--- src/rtl/tdm_pkg.sv ---
// rtl/tdm_pkg.sv - shared constants and FSM state type for the 4-channel TDM demultiplexer
package tdm_pkg;

    localparam int NCH    = 4;
    localparam int SLOT_W = 2;

    typedef enum logic [1:0] {
        HUNT = 2'd0,
        RUN  = 2'd1,
        PAR  = 2'd2
    } tdm_state_t;

endpackage

--- src/rtl/tdm_slot_counter.sv ---
// rtl/tdm_slot_counter.sv - bit/slot position tracker for the TDM demux receive frame
module tdm_slot_counter
    import tdm_pkg::*;
#(
    parameter int WIDTH = 8
) (
    input  logic              clk,
    input  logic              rst,
    input  logic              step,
    input  logic              load,
    output logic [SLOT_W-1:0] slot_cnt,
    output logic              last_bit,
    output logic              last_slot,
    output logic              frame_start
);

    localparam int CW = $clog2(WIDTH);
    localparam logic [CW-1:0] BIT_TOP       = CW'(WIDTH - 1);
    localparam logic [CW-1:0] BIT_AFTER_MSB = CW'(WIDTH - 2);

    // Index of the next expected bit within the current slot, counting down to 0
    logic [CW-1:0] bit_cnt;

    // A load consumes the frame's first bit, so counting resumes one below the MSB
    always_ff @(posedge clk) begin
        if (rst) begin
            bit_cnt  <= '0;
            slot_cnt <= '0;
        end else if (load) begin
            bit_cnt  <= BIT_AFTER_MSB;
            slot_cnt <= '0;
        end else if (step) begin
            if (bit_cnt == '0) begin
                bit_cnt  <= BIT_TOP;
                slot_cnt <= slot_cnt + SLOT_W'(1);
            end else begin
                bit_cnt <= bit_cnt - CW'(1);
            end
        end
    end

    assign last_bit    = (bit_cnt == '0);
    assign last_slot   = (slot_cnt == SLOT_W'(NCH - 1));
    // After a full frame the counters wrap here; a fresh load never lands on this position
    assign frame_start = (bit_cnt == BIT_TOP) && (slot_cnt == '0);

endmodule

--- src/rtl/tdm_demux_4ch.sv ---
// rtl/tdm_demux_4ch.sv - serial TDM to 4 parallel channels; TDM_DEMUX_PARITY_EN adds a frame parity bit
module tdm_demux_4ch
    import tdm_pkg::*;
#(
    parameter int WIDTH = 8
) (
    input  logic                   clk,
    input  logic                   rst,
    input  logic                   sin,
    input  logic                   sin_en,
    input  logic                   fsync,
    output logic [NCH*WIDTH-1:0]   ch_data,
    output logic [NCH-1:0]         ch_valid,
    output logic                   frame_done,
    output logic                   sync_err
`ifdef TDM_DEMUX_PARITY_EN
    ,
    output logic                   par_err
`endif
);

    tdm_state_t        state, state_nxt;
    logic              load, step, deliver, finish, err;
    logic [SLOT_W-1:0] slot_cnt;
    logic              last_bit, last_slot, frame_start;
    logic [WIDTH-2:0]  shift;
    logic [WIDTH-1:0]  slot_word;
    logic [WIDTH-1:0]  ch_reg [NCH];
`ifdef TDM_DEMUX_PARITY_EN
    logic              hold3, par_done, par_acc;
    logic [WIDTH-1:0]  slot3_hold;
`endif

    // The completed slot is the shifted history plus the bit arriving on this edge
    assign slot_word = {shift, sin};

    tdm_slot_counter #(.WIDTH(WIDTH)) u_cnt (
        .clk         (clk),
        .rst         (rst),
        .step        (step),
        .load        (load),
        .slot_cnt    (slot_cnt),
        .last_bit    (last_bit),
        .last_slot   (last_slot),
        .frame_start (frame_start)
    );

    // State register
    always_ff @(posedge clk) begin
        if (rst) state <= HUNT;
        else     state <= state_nxt;
    end

    // Next state and per-bit control; nothing happens on edges without sin_en
    always_comb begin
        state_nxt = state;
        load      = 1'b0;
        step      = 1'b0;
        deliver   = 1'b0;
        finish    = 1'b0;
        err       = 1'b0;
`ifdef TDM_DEMUX_PARITY_EN
        hold3     = 1'b0;
        par_done  = 1'b0;
`endif
        if (sin_en) begin
            case (state)
                HUNT: begin
                    if (fsync) begin
                        load      = 1'b1;
                        state_nxt = RUN;
                    end
                end
                RUN: begin
                    if (frame_start) begin
                        if (fsync) begin
                            load = 1'b1;
                        end else begin
                            err       = 1'b1;
                            state_nxt = HUNT;
                        end
                    end else if (fsync) begin
                        // Unexpected frame start: drop the partial slot and resync on this bit
                        err  = 1'b1;
                        load = 1'b1;
                    end else begin
                        step = 1'b1;
                        if (last_bit) begin
                            if (last_slot) begin
`ifdef TDM_DEMUX_PARITY_EN
                                hold3     = 1'b1;
                                state_nxt = PAR;
`else
                                deliver = 1'b1;
                                finish  = 1'b1;
`endif
                            end else begin
                                deliver = 1'b1;
                            end
                        end
                    end
                end
`ifdef TDM_DEMUX_PARITY_EN
                PAR: begin
                    state_nxt = RUN;
                    if (fsync) begin
                        err  = 1'b1;
                        load = 1'b1;
                    end else begin
                        par_done = 1'b1;
                    end
                end
`endif
                default: state_nxt = HUNT;
            endcase
        end
    end

    // Serial shift register, advanced on every consumed data bit
    always_ff @(posedge clk) begin
        if (rst)              shift <= '0;
        else if (load | step) shift <= slot_word[WIDTH-2:0];
    end

    // Channel registers and one-cycle strobes
    always_ff @(posedge clk) begin
        if (rst) begin
            for (int k = 0; k < NCH; k++) ch_reg[k] <= '0;
            ch_valid   <= '0;
            frame_done <= 1'b0;
            sync_err   <= 1'b0;
`ifdef TDM_DEMUX_PARITY_EN
            par_err    <= 1'b0;
            par_acc    <= 1'b0;
            slot3_hold <= '0;
`endif
        end else begin
            ch_valid   <= '0;
            frame_done <= finish;
            sync_err   <= err;
            if (deliver) begin
                ch_reg[slot_cnt]   <= slot_word;
                ch_valid[slot_cnt] <= 1'b1;
            end
`ifdef TDM_DEMUX_PARITY_EN
            par_err <= 1'b0;
            if (load)      par_acc <= sin;
            else if (step) par_acc <= par_acc ^ sin;
            if (hold3) slot3_hold <= slot_word;
            // Slot 3 is released only once the parity bit has been checked
            if (par_done) begin
                ch_reg[NCH-1]   <= slot3_hold;
                ch_valid[NCH-1] <= 1'b1;
                frame_done      <= 1'b1;
                par_err         <= par_acc ^ sin;
            end
`endif
        end
    end

    genvar g;
    generate
        for (g = 0; g < NCH; g++) begin : g_out
            assign ch_data[g*WIDTH +: WIDTH] = ch_reg[g];
        end
    endgenerate

endmodule
--- config.mk ---
export PLATFORM = sky130hd
export DESIGN_NAME = tdm_demux_4ch
export DESIGN_NICKNAME = d
export VERILOG_FILES = /design/src/rtl/tdm_pkg.sv /design/src/rtl/tdm_slot_counter.sv /design/src/rtl/tdm_demux_4ch.sv
export SDC_FILE = /design/constraint.sdc
export NUM_CORES = 1
export LEC_CHECK = 0
export ABC_AREA = 1
export CORE_MARGIN = 2
export CORE_UTILIZATION = 38
export DETAILED_ROUTE_END_ITERATION = 16
export SYNTH_ARGS = -nofsm -noshare
export SYNTH_HDL_FRONTEND = slang
export SYNTH_SLANG_ARGS = --single-unit
--- constraint.sdc ---
create_clock -name clk -period 3.01 [get_ports clk]
set_input_delay 0.903 -clock clk [delete_from_list [all_inputs] [get_ports clk]]
set_output_delay 0.903 -clock clk [all_outputs]
set_load 0.02 [all_outputs]
==> impl_metrics.tcl, run 1 <==
set metrics [dict create \
    max_stage_delay_ns 0.53 \
    worst-path-buf-inv 2 \
    arrival_ns 2.31 \
    grt_max_degree 18 \
    synthArstFlopShare_pct 0 \
    wl_per_cell_um 12.0 \
    antennaDiodeCount 0 \
    required_ns 2.99 \
    die_h_um 76.7 \
    finalCritPeriodShare_pct 77.5 \
    timing.setup.tns_ns 0 \
    crit_path_end_kind "register" \
    fillers 488 \
    ant_nets 0 \
    seqPwrFrac_pct 56.1 \
    cts-resized-gates 0 \
    max_freq_mhz 429 \
    relSlewSlack_pct 75.9 \
    syn_nets 198 \
    area_delta_synth_final_pct 31.8 \
    crit_start "sin_en" \
    synthCells 185 \
    hold_viol 0 \
    path_delay_family "simple AND/OR/NAND/NOR gates" \
    hp-start "state[0]$_SDFFE_PP0P_" \
    synthTopCellsByCount "edfxtp_1, nor2_1, inv_1, nand2_1, dfxtp_1" \
    r2r_start "u_cnt.slot_cnt[1]$_SDFFE_PP0P_" \
    fp-row-count 26 \
    seq_area_frac_synth_pct 66.8 \
    start_util_pct 39.3 \
    clock-sinks 51 \
    powerDensity_nw_per_um2 522 \
    final.setup.worst_slack_ns 0.677 \
    cts_tree "done" \
    syn_area_sq_um 2010 \
    vias_per_cell 4.47 \
    synth_ff_type "edfxtp_1" \
    antenna_found_initial 0 \
    cts_made_buffers 5 \
    core_area_sq_um 5110 \
    status "completed" \
    clock_power_share_pct 34.8 \
    synth_area_leader_cell "edfxtp_1" \
    crit_top_cell "nand2_1" \
    final_area_sq_um 2650 \
    vdd_drop_max_uv 227 \
    pre_cts_ws_ns 0.365 \
    rsz0062_at_grt "false" \
    clkTransAtPathRegs_ns 0.09 \
    start_kind "primary input" \
    drt_iter0_markers 59 \
    ys_ff_latch 51 \
    cts_hold_buf 0 \
    vias 1369 \
    cts_setup_buffers 0 \
    yosysMostFrequentCell "edfxtp_1" \
    place.port_buffers 42 \
    cts.path.max_buffers 2 \
    dpl.hpwl_um 2630 \
    worstMarginPinSlew_ns 0.361 \
    power_frac_comb_pct 9.1 \
    routed_wl_um 3680 \
    syn_avg_cell_area_sq_um 10.9 \
    crit_fanout 9 \
    synth_warnings 0 \
    drc_errors 0 \
    largest_reg_flops 32 \
    die_x_um 76.7 \
    grt_usage_pct 13.2 \
    cap_violations 0 \
    placedCellCount 298 \
    slew_viol_final 0 \
    clockRootBuffer "clkbuf_8" \
    path_class "primary input to register" \
    setup_viol 0 \
    overflow 0 \
    switching_share_pct 21.7 \
    placed_area_sq_um 2530 \
    synth_cell_type_count 20 \
    firstDrtPassIters 4 \
    gp_congestion 0.794 \
    grt_pass1_wl_um 6030 \
    ios 43 \
    finClkSkew_ns 0.00610 \
    die_area_sq_um 5880 \
    p_sw_uw 300 \
    h-tree-depth 2 \
    worstPathCellList "clkdlybuf4s50_1, nand2_1, nor2_4, nand3_4, inv_2, nand2_2, nand2_1" \
    ff2ff_setup_slack_ns 1.06 \
    synth_top_area_share_pct 47.9 \
    synth_edf_count 32 \
    power_mw 1.38 \
    grt_pass1_vias 1271 \
    crit_slowest_cell "clkdlybuf4s50_1" \
    final_cell_count_no_fill 306 \
    synth_area_leaders "edfxtp_1, dfxtp_1, nor2_1" \
    intPower_mw 1.08 \
    drive_gt1_share_pct 7.63 \
    fin_nets 248 \
    period_minus_slack_ns 2.33 \
    clock_latency_ns 0.30 \
    p_leak_nw 0.990 \
    hold_class "register to register" \
]
[cell usage in the layout (no fill, tap or decap)]
cell             instances
clkdlybuf4s50_1         42
o21ai_0                  9
a31oi_1                  1
nand2_1                 24
inv_1                   24
nand4_1                  1
ha_1                     8
nand3_4                  1
edfxtp_1                32
a21oi_1                 11
nand3_1                  4
bufinv_16                1
nor2_4                   1
inv_2                    1
nor3_1                  14
clkinv_2                 1
clkbuf_8                 6
nand2_2                  1
dfxtp_1                 19
nand4_2                  1
nor2_1                  29
buf_4                    5
[layer usage]
layer  GRT usage [%]  wire length, um  vias up
met3            3.41              199        6
li1                -                -      710
met1            16.4             1700      612
met2            22.2             1730       41
met4            4.91               56        0
met5               0                0        -
[worst register-to-register path: cells and delay by family, from the launching register on]
family | cells | cell delay, ns
flip-flops | 1 | 0.44
adder cells (fa/ha/maj) | 2 | 0.40
AO/OA/AOI/OAI | 2 | 0.26
buffers and inverters | 1 | 0.14
AND/OR/NAND/NOR | 3 | 0.64
[metrics by stage]
stage,util (%),hold WS (ns)
after floorplan,-,0.457
after global routing,51.8,0.534
after CTS,51.8,0.508
final,51.8,0.511
after detailed placement,49.5,0.495
after global placement,49.5,0.494
[logic make-up (layout without fill, tap and decap cells)]
kind of cell             Yosys count  after routing  share of synthesized area, %
flip-flops                        51             51                          66.8
AND/OR/NAND/NOR                   76             76                          17.1
adder cells (fa/ha/maj)            8              8                          4.98
AO/OA/AOI/OAI                     21             21                          5.30
buffers and inverters             29             80                          5.86
[power by group through the flow]
stage / clock [mW] / combinational [mW] / sequential, mW
floorplan: 0 / 0.0502 / 0.813
global placement: 0 / 0.125 / 0.792
detailed placement: 0 / 0.126 / 0.792
CTS: 0.490 / 0.126 / 0.776
global route: 0.512 / 0.137 / 0.779
finish: 0.480 / 0.126 / 0.776
[final cells by class]
class	instances	area [sq um]	share of cell area, %
timing repair buffer	47	458	17.3
tap	70	87.6	3.31
clock inverter	2	35.0	1.32
inverter	25	93.8	3.54
multi-input combinational	105	549	20.7
clock buffer	6	82.6	3.12
sequential	51	1340	50.7
[path summary, 6_finish.rpt]
path,to,depth (start not counted)
max,ch_reg[1][4]$_SDFFCE_PN0P_,7
min,state[0]$_SDFFE_PP0P_,2
max reg2reg,shift[1]$_SDFFE_PP0P_,8
min reg2reg,state[0]$_SDFFE_PP0P_,2
Note: power is estimated with default switching activity, not from simulation.
==> run 2, diff against run 1 <==
==> constraint.sdc (replaced) <==
create_clock -name clk -period 2.4 [get_ports clk]
set_input_delay 0.72 -clock clk [delete_from_list [all_inputs] [get_ports clk]]
set_output_delay 0.72 -clock clk [all_outputs]
set_load 0.02 [all_outputs]
==> run 2 against run 1 <==
Sequential power grew 25%. Total power grew 25%. Die area is the same. Flip-flop and latch count is the same. Design area grew 1.7%. Combinational power grew 29%. Critical path depth is the same. Final cell count grew 2.0%. Global-route usage is essentially flat. Core utilization grew 0.88 points. Worst hold slack lost 0.016 ns. Setup slack lost 0.26 ns. Critical path type unchanged. Largest cell class unchanged.
==> impl_metrics.tcl, run 2 (synthesized netlist as in run 1, its figures left out) <==
set metrics [dict create \
    status "completed" \
    largest_reg_flops 32 \
    arrival_ns 1.95 \
    finClkSkew_ns 0.00443 \
    clock-sinks 51 \
    hold_class "register to register" \
    routed_wl_um 3630 \
    dpl.hpwl_um 2630 \
    die_x_um 76.7 \
    vias 1386 \
    fp-row-count 26 \
    ff2ff_setup_slack_ns 0.54 \
    hold_depth 2 \
    firstDrtPassIters 4 \
    die_area_sq_um 5880 \
    wl_per_cell_um 11.6 \
    met3_usage_pct 4.00 \
    grt_pass1_vias 1270 \
    ant_nets 0 \
    path_class "primary input to register" \
    drc_errors 0 \
    r2r_cells 8 \
    start_kind "primary input" \
    powerDensity_nw_per_um2 643 \
    drive_gt1_share_pct 9.92 \
    ios 43 \
    required_ns 2.37 \
    gp_congestion 0.828 \
    fillers 474 \
    area_delta_synth_final_pct 34.1 \
    utilization_pct 52.7 \
    crit_path_end_kind "register" \
    finalCritPeriodShare_pct 82.5 \
    worstReg2RegEnd "shift[4]$_SDFFE_PP0P_" \
    placed_area_sq_um 2570 \
    clkTransAtPathRegs_ns 0.08 \
    vdd_drop_max_uv 290 \
    antennaDiodeCount 0 \
    drt_iter0_markers 65 \
    crit_fanout 8 \
    grt_max_degree 18 \
    antenna_found_initial 0 \
    place.port_buffers 42 \
    max_freq_mhz 505 \
    cts_tree "done" \
    die_h_um 76.7 \
    hold_viol 0 \
    timing.setup.tns_ns 0 \
    busiest_layer "met2" \
    met1_usage_pct 15.7 \
    max_stage_delay_ns 0.48 \
    start_util_pct 39.3 \
    h-tree-depth 2 \
    relSlewSlack_pct 74.4 \
    crit_slowest_cell "clkdlybuf4s50_1" \
    slew_viol_final 0 \
    crit_top_cell "nand2_1" \
    period_minus_slack_ns 1.98 \
    cts_made_buffers 5 \
    clockRootBuffer "clkbuf_8" \
    cts-resized-gates 0 \
    r2r_start "u_cnt.slot_cnt[1]$_SDFFE_PP0P_" \
    final.setup.worst_slack_ns 0.419 \
    final_cell_mix "clkdlybuf4s50_1, edfxtp_1, nor2_1" \
    cts_hold_buf 0 \
    use_met2_pct 22.5 \
    worstMarginPinSlew_ns 0.383 \
    cap_violations 0 \
    p_leak_nw 1.02 \
    cts_setup_buffers 0 \
    vias_per_cell 4.44 \
    grt_usage_pct 13.2 \
    clock_latency_ns 0.29 \
    cts.path.max_buffers 2 \
    setup.worst_path.end "ch_reg[2][0]$_SDFFCE_PN0P_" \
    crit_start "sin_en" \
    overflow 0 \
    final_common_cell "clkdlybuf4s50_1" \
    pre_cts_ws_ns 0.0923 \
    final_area_sq_um 2690 \
    worstPathCellList "clkdlybuf4s50_1, nand2_1, nor2_4, nand3_4, inv_2, nand2_1, nand2_1" \
    fin_nets 254 \
    rsz0062_at_grt "false" \
    grt_pass1_wl_um 6030 \
    core_area_sq_um 5110 \
    setup_viol 0 \
]
[run 2: how the worst min path moves through the flow]
| stage | from | end |
|---|---|---|
| after floorplan | state[0]$_SDFFE_PP0P_ | state[0]$_SDFFE_PP0P_ |
| after global placement | state[0]$_SDFFE_PP0P_ | state[0]$_SDFFE_PP0P_ |
| after detailed placement | state[0]$_SDFFE_PP0P_ | state[0]$_SDFFE_PP0P_ |
| after CTS | state[0]$_SDFFE_PP0P_ | state[0]$_SDFFE_PP0P_ |
| after global routing | state[0]$_SDFFE_PP0P_ | state[0]$_SDFFE_PP0P_ |
| final | state[0]$_SDFFE_PP0P_ | state[0]$_SDFFE_PP0P_ |
[run 2: through the flow]
step	std cells	total power, mW	hold WS (ns)
3_3_place_gp	304	1.15	0.491
6_report	312	1.73	0.494
3_5_place_dp	304	1.16	0.480
5_1_grt	312	1.80	0.530
2_1_floorplan	185	1.08	0.457
4_1_cts	312	1.75	0.493
[run 2: final cells by class]
class / count / area (sq um) / area share [%]
clock buffers: 6 / 82.6 / 3.07
multi-input cells: 105 / 549 / 20.4
flip-flops and latches: 51 / 1340 / 49.8
repair buffers: 53 / 503 / 18.7
well taps: 70 / 87.6 / 3.25
clock inverters: 2 / 35.0 / 1.30
inverters: 25 / 93.8 / 3.49
[run 2: worst max-delay path: cells and delay by family]
| kind | cells | cell delay [ns] |
|---|---|---|
| and+or+nand+nor | 5 | 0.69 |
| buffers and inverters | 2 | 0.54 |
[run 2: layer usage]
layer,up-vias,share of wire (%)
met5,-,0
met4,0,1.4
met3,5,6.0
met2,42,50
met1,620,43
li1,719,-
[run 2: power by group]
group / internal [mW] / total, mW / switching [mW]
Sequential: 0.960 / 0.973 / 0.0124
Combinational: 0.0627 / 0.162 / 0.0988
Clock: 0.337 / 0.596 / 0.259
Total: 1.36 / 1.73 / 0.370
